===== config.mk =====
export PLATFORM = sky130hd
export DESIGN_NAME = axis_packet_source
export DESIGN_NICKNAME = d
export VERILOG_FILES = /design/src/rtl/axis_pkg.sv /design/src/rtl/axis_packet_source.sv
export SDC_FILE = /design/constraint.sdc
export NUM_CORES = 1
export LEC_CHECK = 0
export BUFFER_PORTS_ARGS = -buffer_cell sky130_fd_sc_hd__buf_2
export CAP_MARGIN = 10
export CORE_MARGIN = 2
export CORE_UTILIZATION = 60
export CTS_BUF_LIST = sky130_fd_sc_hd__clkbuf_8
export DETAILED_ROUTE_END_ITERATION = 8
export PLACE_DENSITY_LB_ADDON = 0.1
export SLEW_MARGIN = 15
export SYNTH_ARGS = -nofsm -noshare
export SYNTH_HDL_FRONTEND = slang
export SYNTH_SLANG_ARGS = --single-unit

===== constraint.sdc =====
create_clock -name clk -period 6.3 [get_ports clk]
set_input_delay 1.26 -clock clk [delete_from_list [all_inputs] [get_ports clk]]
set_output_delay 1.26 -clock clk [all_outputs]
set_load 0.005 [all_outputs]

===== src/rtl/axis_pkg.sv =====
// Shared definitions for the AXI-Stream packet source/sink pair.
// State encoding and default widths.
package axis_pkg;

  typedef enum logic {
    ST_IDLE = 1'b0,
    ST_SEND = 1'b1
  } axis_state_e;

  localparam int AXIS_WIDTH     = 8;
  localparam int AXIS_LEN_WIDTH = 16;
  localparam int AXIS_CNT_WIDTH = 16;

endpackage


===== src/rtl/axis_packet_source.sv =====
// AXI-Stream packet generator: one framed packet per start,
// incrementing data from seed, tlast on the final beat.
module axis_packet_source
  import axis_pkg::*;
#(
  parameter int c_WIDTH     = AXIS_WIDTH,
  parameter int c_LEN_WIDTH = AXIS_LEN_WIDTH,
  parameter int c_CNT_WIDTH = AXIS_CNT_WIDTH
) (
  input  logic                   clk,
  input  logic                   rst,
  input  logic                   start,
  input  logic [c_LEN_WIDTH-1:0] len,
  input  logic [c_WIDTH-1:0]     seed,
  output logic                   busy,
  output logic                   done,
  output logic [c_CNT_WIDTH-1:0] pkt_count,
  output logic [c_WIDTH-1:0]     m_axis_tdata,
  output logic                   m_axis_tvalid,
  input  logic                   m_axis_tready,
  output logic                   m_axis_tlast
);

  axis_state_e            state_q;
  logic [c_LEN_WIDTH-1:0] left_q;
  logic [c_WIDTH-1:0]     data_q;
  logic                   valid_q;
  logic                   last_q;
  logic                   busy_q;
  logic                   done_q;
  logic [c_CNT_WIDTH-1:0] cnt_q;

  always_ff @(posedge clk or negedge rst) begin
    if (!rst) begin
      state_q <= ST_IDLE;
      left_q  <= '0;
      data_q  <= '0;
      valid_q <= 1'b0;
      last_q  <= 1'b0;
      busy_q  <= 1'b0;
      done_q  <= 1'b0;
      cnt_q   <= '0;
    end else begin
      done_q <= 1'b0;
      unique case (state_q)
        ST_IDLE: begin
          if (start && len != '0) begin
            left_q  <= len;
            data_q  <= seed;
            valid_q <= 1'b1;
            last_q  <= (len == c_LEN_WIDTH'(1));
            busy_q  <= 1'b1;
            state_q <= ST_SEND;
          end
        end
        ST_SEND: begin
          if (valid_q && m_axis_tready) begin
            if (last_q) begin
              valid_q <= 1'b0;
              last_q  <= 1'b0;
              done_q  <= 1'b1;
              cnt_q   <= cnt_q + 1'b1;
              busy_q  <= 1'b0;
              state_q <= ST_IDLE;
            end else begin
              data_q <= data_q + 1'b1;
              left_q <= left_q - 1'b1;
              // left_q still counts the beat just accepted
              last_q <= (left_q == c_LEN_WIDTH'(2));
            end
          end
        end
      endcase
    end
  end

  assign busy          = busy_q;
  assign done          = done_q;
  assign pkt_count     = cnt_q;
  assign m_axis_tdata  = data_q;
  assign m_axis_tvalid = valid_q;
  assign m_axis_tlast  = last_q;

endmodule


# Yosys cells after proc, flatten, opt, wreduce, memory -nomap -nowiden
# Index checks and enable logic that the tools add are counted.
# word_totals
ff_bits	44
inputBits	28
elab_cells	47
# classes
n_bitwise	1
mux	23
n_reduce_logical	7
eq_ne	6
n_addsub	3
# op_table
cell	count
two-way mux 16 bit	3
case mux 16 bit (2 select lines)	1
two-way mux 8 bit	3
adder 16 x 1 -> 16 bit (second input constant)	1
equality test 16 x 1 -> 1 bit (second input constant)	1
equality test 16 x 2 -> 1 bit (second input constant)	1
case mux 8 bit (2 select lines)	1
nonzero test 16 bit	1
subtractor 16 x 1 -> 16 bit (second input constant)	1
two-way mux 1 bit	12
AND reduction 3 bit	3
adder 8 x 1 -> 8 bit (second input constant)	1
case mux 1 bit (2 select lines)	3
!= test 2 x 1 -> 1 bit (second input constant)	2
!= test 2 bit (second input constant)	2
logical AND 1 bit	2
AND reduction 2 bit	1
NOT 1 bit	1

# Logic depth before layout (Yosys ltp)
# logic_depth
word_depth	4
depth_mapped	8
depth_no_buf	7

# Worst setup path before layout
# No wires, ideal clock.
# synth_path
path_type	input to register
start	input len[11]
end	register left_q[6]
path_buffers	1
slack_ns	3.571
path_stages	6
arrival_ns	2.606
t_required_ns	6.177
cell_sequence	nor4_1 > nand4_1 > o21ai_1 > nand2_1 > clkbuf_1 > o221a_1
# synth_via
elab_chain_cells	4
# synth_rtl
element	line_no	text
from (decl)	axis_packet_source.sv:13	input logic [c_LEN_WIDTH-1:0] len,
nonzero test 16 bit	axis_packet_source.sv:47	if (start && len != '0) begin
logical AND 1 bit	axis_packet_source.sv:47	
!= test 2 bit (no source line)	-	
AND reduction 3 bit (no source line)	-	
to (signal assigned)	axis_packet_source.sv:48	left_q <= len;
to (signal assigned)	axis_packet_source.sv:67	left_q <= left_q - 1'b1;
to (decl)	axis_packet_source.sv:25	logic [c_LEN_WIDTH-1:0] left_q;
# Every way passes these cells.
# A chain may end at the register's enable or synchronous reset.

# Worst setup path after layout
# Ends and elaborated chain as after synthesis.

==> results.md <==
* Status: completed
* Clock skew at between 0.004 and 0.005 ns
* Post-synth cell types at 49
* Post-Route WL at between 5 and 6 mm
* CP Max Fanout at 12
* Synth area leader: dfrtp_1
* Routed length per instance at 16.7 um
* Worst-skew pair later-pin latency at 0.30 ns
* Congestion Overflow GR at 0
* Crit Path Category: input pin to flop
* Tot GR Track Use at 0.274
* CTS Hold Bufs at 0
* Setup ws final at about 3.1 ns
* Async set-reset flop share out of synthesis at 1.00
* RSZ-0062 raised after global routing: false
* Worst VDD drop at ~0.28 mV
* Slew Viols, Final at 0
* Least-Margin Pin Slew at ~1 ns
* Final worst-path cycle share at 0.508
* Clock sinks at 44
* Slew HR at 0.336
* Layout cell share with drive strength beyond 1 at 0.241
* DRC viols at 0
* Resize count post-CTS at 0
* Dpl ws at between 2 and 3 ns
* Placer Congestion at around 0.86
* Syn Area/Cell at 9.98 sq um
* Tmin final at between 3 and 4 ns
* Cell Rows at 23
* Final layout net count at roughly 330
* Area growth syn-to-layout at 14.3%
* Vias per cell at about 6.2
* Most common cell in the netlist: dfrtp_1
* ANT cells at 0
* Post-CTS setup buffers at 0
* DRT iter0 DRCs at 192
* Largest net degree at the start of global routing at 45
* Syn Nets at between 200 and 300
* I/O pins at between 50 and 60
* Vias in the first global route at about 2000
* Final Hold Vio Count at 0
* Vert. Die Dim at 67.9 um
* Seq cells post-synth at 44
* Max-cap violations at 0
* Register area share after synthesis at 0.450
* Die ar. at 4600 sq um
* Final std cells w/o fill at ~350
* Post-Syn Instances at about 250
* Slowest stage cell, crit path: o21ai_1
* Sum Neg Setup Slack at 0 ns
* Main synth FF type: dfrtp_1
* Fmax at between 300 and 400 MHz
* Cell area after synthesis at 2450 sq um
* Via count at 2151
* CTS tree: built
* Post-synth EDFFs at 0
* CTS Buf Count at 5
* Synth area leaders: dfrtp_1 (45%), nand3_1 (4.3%), a221o_1 (4.1%), xnor2_1 (3.9%), a21oi_1 (2.3%)
* P_leak at ~1.3 nW
* Power density over the cells at 414 nW/um^2
* Worst Setup End Kind: flop
* Core Util, Final at 0.704
* Critical Path Start Type: input pin
* Hold Path Class: flop to flop
* First-pass iteration count of the detailed router at 4
* Cell Count Post-Placement at 337
* Worst endpoint required time at 6.49 ns
* IO Port Bufs at between 50 and 60
* Root Buffer: clkbuf_8
* Commonest cells post-synth: dfrtp_1 (44), nand3_1 (21), nand2_1 (14)
* Detailed Place HPWL at 3.96 mm
* Worst path cell trace: buf_2 > nor4_1 > nand4_1 > o21ai_1 > nand2_1 > o221a_1
* Core area at a little under 4000 sq um
* Starting density of the core at 0.616
* Post-route ant nets at 0
* Slowest stage delay, CP at approximately 0.55 ns
* Global-route wire length before repair at 9.30 mm
* Yosys warning count at 0
* Initial antenna violation count at 0
* Synth top area share at 0.450
* Die Wd at 67.9 um
* CTS Buffer Depth at 2
* H-tree depth at 2
* Critical path arrival at about 3.4 ns
* Worst-path clk slew at around 0.080 ns
* # setup viols final at 0
cell families (layout without fill, tap and decap cells):
logic type,after synthesis,in the layout,share of synthesized area
adder cells (fa/ha/maj),4,4,0.0205
AND/OR/NAND/NOR,92,92,0.215
buffers and inverters,23,73,0.0547
flip-flops,44,44,0.450
XOR/XNOR,15,15,0.0537
AO/OA/AOI/OAI,62,62,0.184
multiplexers,5,5,0.0215
registers in the layout, indices dropped and copies added, names as in the netlist:
register / cells
pkt_count: 16
m_axis_tdata: 8
state_q: 1
left_q: 16
done: 1
m_axis_tlast: 1
busy: 1
metal layers:
| layer | GRT usage | vias to the layer above | part of all wire |
|---|---|---|---|
| li1 | - | 1028 | - |
| met1 | 0.389 | 1019 | 0.45 |
| met2 | 0.404 | 95 | 0.45 |
| met3 | 0.0773 | 9 | 0.088 |
| met4 | 0.0925 | 0 | 0.017 |
| met5 | 0 | - | 0 |
through the flow:
step           hold WS (ns)  power [mW]  cell area, sq um
2_1_floorplan         0.468       0.830              2450
3_5_place_dp          0.459       0.941              2690
3_3_place_gp          0.457       0.923              2690
4_1_cts               0.475        1.15              2800
6_report              0.467        1.16              2800
5_1_grt               0.514        1.24              2800
cell usage in the layout, fill, tap and decap left out, types with 3 or more instances in the layout:
| master | n |
|---|---|
| inv_1 | 11 |
| nand3_1 | 21 |
| o21ai_0 | 10 |
| ha_1 | 4 |
| nand4_1 | 4 |
| xnor2_1 | 11 |
| o21ai_1 | 7 |
| nand2_1 | 14 |
| nor4_1 | 5 |
| o221a_1 | 4 |
| o221ai_1 | 4 |
| buf_2 | 55 |
| a21oi_1 | 11 |
| clkbuf_8 | 5 |
| a221o_1 | 10 |
| nor3_1 | 11 |
| nand2b_1 | 4 |
| or4_1 | 5 |
| and3_1 | 7 |
| nor2_1 | 8 |
| mux2i_1 | 3 |
| xor2_1 | 4 |
| dfrtp_1 | 44 |
final timing paths:
check	cells after the start	slack (ns)	to	startpoint
max	6	3.10	left_q[6]	len[11]
min	1	0.47	pkt_count[15]	pkt_count[15]
max reg2reg	5	3.64	m_axis_tdata[6]	state_q
min reg2reg	1	0.47	pkt_count[15]	pkt_count[15]
max in group asynchronous	1	4.56	busy	rst
min in group asynchronous	1	1.11	m_axis_tdata[3]	rst
cell type report:
type                            instances  area (sq um)
Multi-Input combinational cell        178          1210
Fill cell                             320          1180
Sequential cell                        44          1100
Timing Repair Buffer                   55           275
Clock buffer                            5          68.8
Tap cell                               50          62.6
Clock inverter                          3          38.8
Inverter                               10          37.5
report_power, final:
group / internal (mW) / switching [mW] / total (mW) / leakage [nW]
Combinational: 0.205 / 0.235 / 0.440 / 0.679
Sequential: 0.367 / 0.136 / 0.503 / 0.526
Clock: 0.116 / 0.0971 / 0.213 / 0.0593
critical path, delay by kind of cell:
kind | cells | cell delay, ns
AND/OR/NAND/NOR | 3 | 1.12
AO/OA/AOI/OAI | 2 | 0.90
buffers and inverters | 1 | 0.11
Note: power is estimated with default switching activity, not from simulation.
